[src/rtl/fifo_wr_arbiter.sv]
// Packet-atomic round-robin arbiter driving the write port of one synchronous FIFO.
// Optional idle-grant watchdog with timeout_err output: define FIFO_ARB_TIMEOUT_EN.
module fifo_wr_arbiter #(
   parameter int NUM_REQ    = 4,
   parameter int DATA_WIDTH = 8,
   parameter int TIMEOUT    = 16,
   localparam int IW        = (NUM_REQ > 1) ? $clog2(NUM_REQ) : 1
) (
   input  logic                          clk,
   input  logic                          rst,
   input  logic [NUM_REQ-1:0]            req_valid,
   input  logic [NUM_REQ-1:0]            req_last,
   input  logic [NUM_REQ*DATA_WIDTH-1:0] req_data,
   output logic [NUM_REQ-1:0]            req_ready,
   input  logic                          fifo_full,
   output logic                          fifo_w_en,
   output logic [DATA_WIDTH-1:0]         fifo_w_data,
`ifdef FIFO_ARB_TIMEOUT_EN
   output logic                          timeout_err,
`endif
   output logic                          gnt_valid,
   output logic [IW-1:0]                 gnt_id
);

   if (NUM_REQ < 2 || NUM_REQ > 16 || TIMEOUT < 1) begin : g_bad_param
      $error("fifo_wr_arbiter: illegal parameter value");
   end

   typedef enum logic {IDLE = 1'b0, LOCK = 1'b1} state_t;

   state_t          state_q;
   logic            gnt_valid_q;
   logic [IW-1:0]   gnt_id_q;
   logic [IW-1:0]   rr_ptr_q;
   logic            any_valid_s;
   logic [IW-1:0]   pick_id_s;
   logic [IW-1:0]   next_ptr_s;
   logic            beat_s;
   logic            last_s;
   logic [DATA_WIDTH-1:0] holder_data_s;

`ifdef FIFO_ARB_TIMEOUT_EN
   localparam int CW = $clog2(TIMEOUT + 1);
   logic [CW-1:0]   idle_cnt_q;
   logic            timeout_err_q;
`endif

   // Lowest offset from ptr wins; scanning downward lets the last hit be the winner.
   function automatic logic [IW-1:0] rr_pick(input logic [NUM_REQ-1:0] v, input logic [IW-1:0] ptr);
      logic [IW-1:0] sel;
      int            idx;
      sel = ptr;
      for (int k = NUM_REQ - 1; k >= 0; k--) begin
         idx = int'(ptr) + k;
         idx = (idx >= NUM_REQ) ? (idx - NUM_REQ) : idx;
         if (v[idx]) sel = IW'(idx);
         else        sel = sel;
      end
      return sel;
   endfunction

   assign any_valid_s   = |req_valid;
   assign pick_id_s     = rr_pick(req_valid, rr_ptr_q);
   assign next_ptr_s    = (gnt_id_q == IW'(NUM_REQ - 1)) ? {IW{1'b0}} : (gnt_id_q + IW'(1));
   assign holder_data_s = req_data[int'(gnt_id_q)*DATA_WIDTH +: DATA_WIDTH];
   assign beat_s        = fifo_w_en;
   assign last_s        = req_last[gnt_id_q];
   assign gnt_valid     = gnt_valid_q;
   assign gnt_id        = gnt_id_q;
`ifdef FIFO_ARB_TIMEOUT_EN
   assign timeout_err   = timeout_err_q;
`endif

   // Write-port steering: only the grant holder sees ready, zero-latency pass-through.
   always_comb begin
      req_ready   = {NUM_REQ{1'b0}};
      fifo_w_en   = 1'b0;
      fifo_w_data = {DATA_WIDTH{1'b0}};
      if (state_q == LOCK) begin
         req_ready[gnt_id_q] = ~fifo_full;
         fifo_w_en           = req_valid[gnt_id_q] & ~fifo_full;
      end else begin
         fifo_w_en = 1'b0;
      end
      if (gnt_valid_q) fifo_w_data = holder_data_s;
      else             fifo_w_data = {DATA_WIDTH{1'b0}};
   end

   // Grant FSM: pick in IDLE, hold in LOCK until the last beat (or watchdog) releases it.
   always_ff @(posedge clk or negedge rst) begin
      if (!rst) begin
         state_q     <= IDLE;
         gnt_valid_q <= 1'b0;
         gnt_id_q    <= {IW{1'b0}};
         rr_ptr_q    <= {IW{1'b0}};
`ifdef FIFO_ARB_TIMEOUT_EN
         idle_cnt_q    <= {CW{1'b0}};
         timeout_err_q <= 1'b0;
`endif
      end else begin
`ifdef FIFO_ARB_TIMEOUT_EN
         timeout_err_q <= 1'b0;
`endif
         case (state_q)
            IDLE: begin
               if (any_valid_s) begin
                  gnt_id_q    <= pick_id_s;
                  gnt_valid_q <= 1'b1;
                  state_q     <= LOCK;
               end else begin
                  gnt_valid_q <= 1'b0;
               end
            end
            LOCK: begin
`ifdef FIFO_ARB_TIMEOUT_EN
               if (beat_s && last_s) begin
                  state_q     <= IDLE;
                  gnt_valid_q <= 1'b0;
                  rr_ptr_q    <= next_ptr_s;
                  idle_cnt_q  <= {CW{1'b0}};
               end else if (beat_s) begin
                  idle_cnt_q <= {CW{1'b0}};
               end else if (!req_valid[gnt_id_q]) begin
                  // The TIMEOUT-th consecutive idle cycle releases the grant.
                  if (idle_cnt_q == CW'(TIMEOUT - 1)) begin
                     state_q       <= IDLE;
                     gnt_valid_q   <= 1'b0;
                     rr_ptr_q      <= next_ptr_s;
                     idle_cnt_q    <= {CW{1'b0}};
                     timeout_err_q <= 1'b1;
                  end else begin
                     idle_cnt_q <= idle_cnt_q + CW'(1);
                  end
               end else begin
                  idle_cnt_q <= idle_cnt_q;
               end
`else
               if (beat_s && last_s) begin
                  state_q     <= IDLE;
                  gnt_valid_q <= 1'b0;
                  rr_ptr_q    <= next_ptr_s;
               end else begin
                  state_q <= LOCK;
               end
`endif
            end
            default: begin
               state_q     <= IDLE;
               gnt_valid_q <= 1'b0;
            end
         endcase
      end
   end

endmodule

[config.mk]
export PLATFORM = sky130hd
export DESIGN_NAME = fifo_wr_arbiter
export DESIGN_NICKNAME = d
export VERILOG_FILES = /design/src/rtl/fifo_wr_arbiter.sv
export SDC_FILE = /design/constraint.sdc
export NUM_CORES = 1
export LEC_CHECK = 0
export CAP_MARGIN = 20
export CORE_UTILIZATION = 35
export DETAILED_ROUTE_END_ITERATION = 7
export PLACE_DENSITY_LB_ADDON = 0.12
export SLEW_MARGIN = 20
export SYNTH_ARGS = -nofsm -noshare
export SYNTH_HDL_FRONTEND = slang
export SYNTH_SLANG_ARGS = --single-unit
[constraint.sdc]
create_clock -name clk -period 3.7 [get_ports clk]
set_clock_uncertainty 0.2 [all_clocks]
set_input_delay 0.74 -clock clk [delete_from_list [all_inputs] [get_ports clk]]
set_output_delay 0.74 -clock clk [all_outputs]
set_load 0.01 [all_outputs]
# Word-level counts from Yosys, hierarchy flattened
# Index checks and enable logic that the tools add are counted.
# W data, S select, Z words.
# word_totals
ff_bits,6
in_bits,43
out_inout_bits,16
word_cells,69
# op_classes
add_sub_neg,8
n_lt_le_gt_ge,10
n_eq_ne,2
shift,1
mux,35
n_bitwise,4
reduce_logical,5
# ops
op,count
$lt A32 B4 Y1 const B,4
$mux W32,4
$shiftx A32 B6 Y8,1
$mux W1,15
$bmux W1 S2,6
$sub A3 B3 Y4 const B,3
$mux W2,5
$ge A3 B3 Y1 const B,3
$mux W8,1
$add A2 B2 Y3 const B,2
$and A4 B4 Y4,1
$mux W4,1
$pmux W1 S2,2
$reduce_and A2 Y1,2
$reduce_or A4 Y1,1
$sub A2 B3 Y4 const B,1
$add A2 B1 Y3 const B,1
$ge A2 B3 Y1 const B,1
$lt A2 B3 Y1 const B,1
$add A2 B1 Y2 const B,1
$demux W1 S2,1
$eq A2 B2 Y1 const B,1
$ge A2 B1 Y1 const B,1
$logic_and A1 B1 Y1,2
3 further kinds,4

# Logic depth before layout (Yosys ltp)
# logic_depth
depth_word,10
ltp_mapped,5
depth_no_buf,4

# Worst setup path before layout
# Ideal clock, no wire load.
# synth_path
path_type,flip-flop to output port
startpoint,register gnt_id_q[0] (netlist: gnt_id[0])
endpoint,output port fifo_w_data[0]
arrival_ns,1.445
t_required_ns,2.760
path_slack_ns,1.315
path_stages_with_launch,4
n_path_buf,1
path_cell_list,dfrtp_1 buf_2 mux4_2 and2_1
# synth_via
elab_chain_cells,2
# synth_rtl
item,line,source
"start, declared",33,logic [IW-1:0] gnt_id_q;
"start signal, assigned",94,gnt_id_q <= {IW{1'b0}};
"start signal, assigned",107,gnt_id_q <= pick_id_s;
$shiftx A32 B6 Y8,65,assign holder_data_s = req_data[int'(gnt_id_q)*DATA_WIDTH +: DATA_WIDTH];
$mux W8,85,if (gnt_valid_q) fifo_w_data = holder_data_s;
"end, declared",17,"output logic [DATA_WIDTH-1:0] fifo_w_data,"
# Every way passes these cells.

# Worst setup path after layout
# layout_path
startpoint,register gnt_id_q[0] (netlist: gnt_id[0])
endpoint,output port fifo_w_data[7]
# Same word-level chain as after synthesis.

==> metrics.md <==
| Metric | Value |
|---|---|
| CP max FO | 15 |
| First-pass GRT wire length | 3040 um |
| Fin crit period | 3.19 ns |
| Slew Viols, Final | 0 |
| WHS Path Cells | 1 |
| Gpl congestion | 0.830 |
| Total CTS buffers | 3 |
| FF/Latch Area | 150 um2 |
| Routed WL | 2210 um |
| Top_reg_cell synth | dfrtp_1 |
| Nets | 178 |
| Die Height | 47.7 um |
| Clk root buf | clkbuf_4 |
| Final hold violations | 0 |
| Pin count of the biggest net entering global routing | 19 |
| Mapped Cells | 71 |
| Initial DRC count | 15 |
| Worst hold endpoint | state_q$_DFF_PN0_ |
| Synth Cell Area | 731 um2 |
| Setup CP Type | flip-flop to primary output |
| Setup crit end kind | primary output |
| Final WS setup | 0.508 ns |
| Reg2reg end | rr_ptr_q[1]$_DFFE_PN0P_ |
| WL/cell | 14.2 um |
| Finish-stage setup viols | 0 |
| Total global-route track usage | 0.189 |
| R2r worst-path depth | 4 |
| Vias per Instance | 5.13 |
| Filler cell count | 163 |
| Post-cts hold buffer count | 0 |
| Number of flops mapped to enable cells by yosys | 0 |
| Core area | 1960 um2 |
| DR DRC count | 0 |
| Count of cell types in the netlist | 31 |
| CP top delay family | flip-flops |
| Maxcap violations | 0 |
| Warnings, synthesis | 0 |
| Clk sinks | 6 |
| Final ANT Viol Nets | 0 |
| Worst path slowest cell | dfrtp_1 |
| Final setup TNS | 0 ns |
| WP data required | 2.76 ns |
| Area Overhead vs Synth | 84.9% |
| Slowest stage delay, CP | 0.79 ns |
| Min-Delay Path Class | flip-flop to flip-flop |
| Buf/Inv on CP | 1 |
| Outcome | completed |
| RSZ-0062 raised after global routing | false |
| Setup Buffers After CTS | 0 |
| Vias | 801 |
| #FFs+latches synth | 6 |
| Die Wd | 47.7 um |
| Total gr overflow | 0 |
| Worst r2r src | gnt_id[0]$_DFFE_PN0P_ |
| Share of layout cells above drive strength 1 | 0.101 |
| Fmax | 313 MHz |
| H-tree depth | 1 |
| Sequential area share after synthesis | 0.205 |
| Syn nets | 118 |
| Power Dens Cells | 530 nW/um2 |
| Static Leakage | 0.510 nW |
| Most frequent cells in the layout | clkdlybuf4s50_1 (58), and2_1 (12), mux4_2 (8) |
| Ant. Diodes | 0 |
| Footprint of the multi-input gates | 549 um2 |
| Synthesized area per cell | 10.3 um2 |
| R2R Setup Slk | 1.23 ns |
| CTS max path bufs | 2 |
| Vias in the first global route | 697 |
| # rows | 16 |
| Critical path launch point type | flip-flop |
| Min-Delay Startpoint | state_q$_DFF_PN0_ |
| Ys async rst share | 1.00 |
| Worst-Skew Late Latency | 0.24 ns |
| Pre-CTS setup slack | 0.503 ns |
| Port Buf Inserts | 58 |
| Initial core utilization | 0.372 |
| CTS clk-pin slew, worst paths | 0.04 ns |
| Worst vdd ir | 0.000426 V |
| Part of the cycle the worst path needs | 0.863 |
| Num ports | 59 |
| CTS tree | yes |
| Die area | 2270 um2 |
| Initial antenna violation count | 0 |
| DRT Pass-1 Iters | 4 |
| Slew @ Worst Pin | 0.714 ns |
| Critical-path cell list | mux4_2, and2_1, clkdlybuf4s50_1 |
| Slew margin rel. | 0.524 |
| Most common cell after layout, fill and taps aside | clkdlybuf4s50_1 |
| Critical Path AT | 2.25 ns |
| HPWL after detailed placement | 1820 um |
| PostCTS Resize Cnt | 0 |
==> cells by family (layout without fill, tap and decap cells) <==
| family | after synthesis | after routing | share of synthesized area |
|---|---|---|---|
| AO/OA/AOI/OAI | 14 | 14 | 0.154 |
| adder cells (fa/ha/maj) | 4 | 4 | 0.0685 |
| buffers and inverters | 7 | 65 | 0.0428 |
| flip-flops | 6 | 6 | 0.205 |
| multiplexers | 12 | 12 | 0.305 |
| AND/OR/NAND/NOR | 28 | 28 | 0.224 |
==> flip-flops by register name, summed over array words and instances (netlist names) <==
name and count:
rr_ptr_q 2, gnt_id 2, gnt_valid 1, state_q 1
==> worst max path at each step <==
stage	cells after the start	startpoint	to
finish	3	gnt_id[0]$_DFFE_PN0P_	fifo_w_data[7]
global route	3	gnt_id[0]$_DFFE_PN0P_	fifo_w_data[3]
CTS	3	gnt_id[0]$_DFFE_PN0P_	fifo_w_data[7]
detailed placement	5	req_valid[3]	fifo_w_en
global placement	5	req_valid[3]	fifo_w_en
floorplan	3	gnt_id[0]$_DFFE_PN0P_	fifo_w_data[0]
==> through the flow <==
step / util / hold WS, ns / power, W / cell area, um2 / std cells
2_1_floorplan: - / 0.244 / 0.000437 / 731 / 71
3_3_place_gp: 0.677 / 0.333 / 0.000660 / 1330 / 153
3_5_place_dp: 0.677 / 0.345 / 0.000667 / 1330 / 153
4_1_cts: 0.689 / 0.355 / 0.000727 / 1350 / 156
5_1_grt: 0.689 / 0.374 / 0.000785 / 1350 / 156
6_report: 0.689 / 0.352 / 0.000716 / 1350 / 156
==> cell type report <==
| type | instances | share of cell area |
|---|---|---|
| timing repair buffer | 58 | 0.430 |
| multi-input combinational | 58 | 0.406 |
| sequential | 6 | 0.111 |
| tap | 27 | 0.0250 |
| clock buffer | 3 | 0.0167 |
| inverter | 4 | 0.0111 |
==> per-layer routing <==
layer  up-vias  track usage  part of all wire
met3         0       0.0491              0.11
met2        36        0.314              0.46
met5         -            0                 0
met1       375        0.245              0.43
li1        390            -                 -
met4         0       0.0500                 0
==> cell usage after synthesis (2+ instances only) <==
| cell type | n | share of area |
|---|---|---|
| ha_1 | 4 | 0.068 |
| nor2b_1 | 3 | 0.026 |
| and2_1 | 12 | 0.10 |
| nand2_1 | 4 | 0.021 |
| mux2_1 | 2 | 0.031 |
| mux4_2 | 8 | 0.25 |
| o21ai_0 | 3 | 0.021 |
| mux2i_1 | 2 | 0.027 |
| inv_1 | 4 | 0.021 |
| nor2_1 | 3 | 0.015 |
| dfrtp_1 | 6 | 0.21 |
==> power by group <==
part	internal [W]	total [W]	leakage [nW]	switching [W]
logic	0.000313	0.000468	0.426	0.000155
registers	0.0000962	0.000191	0.0709	0.0000952
clock network	0.0000365	0.0000565	0.0138	0.0000201
No activity file was read; power rests on OpenSTA's default activity.
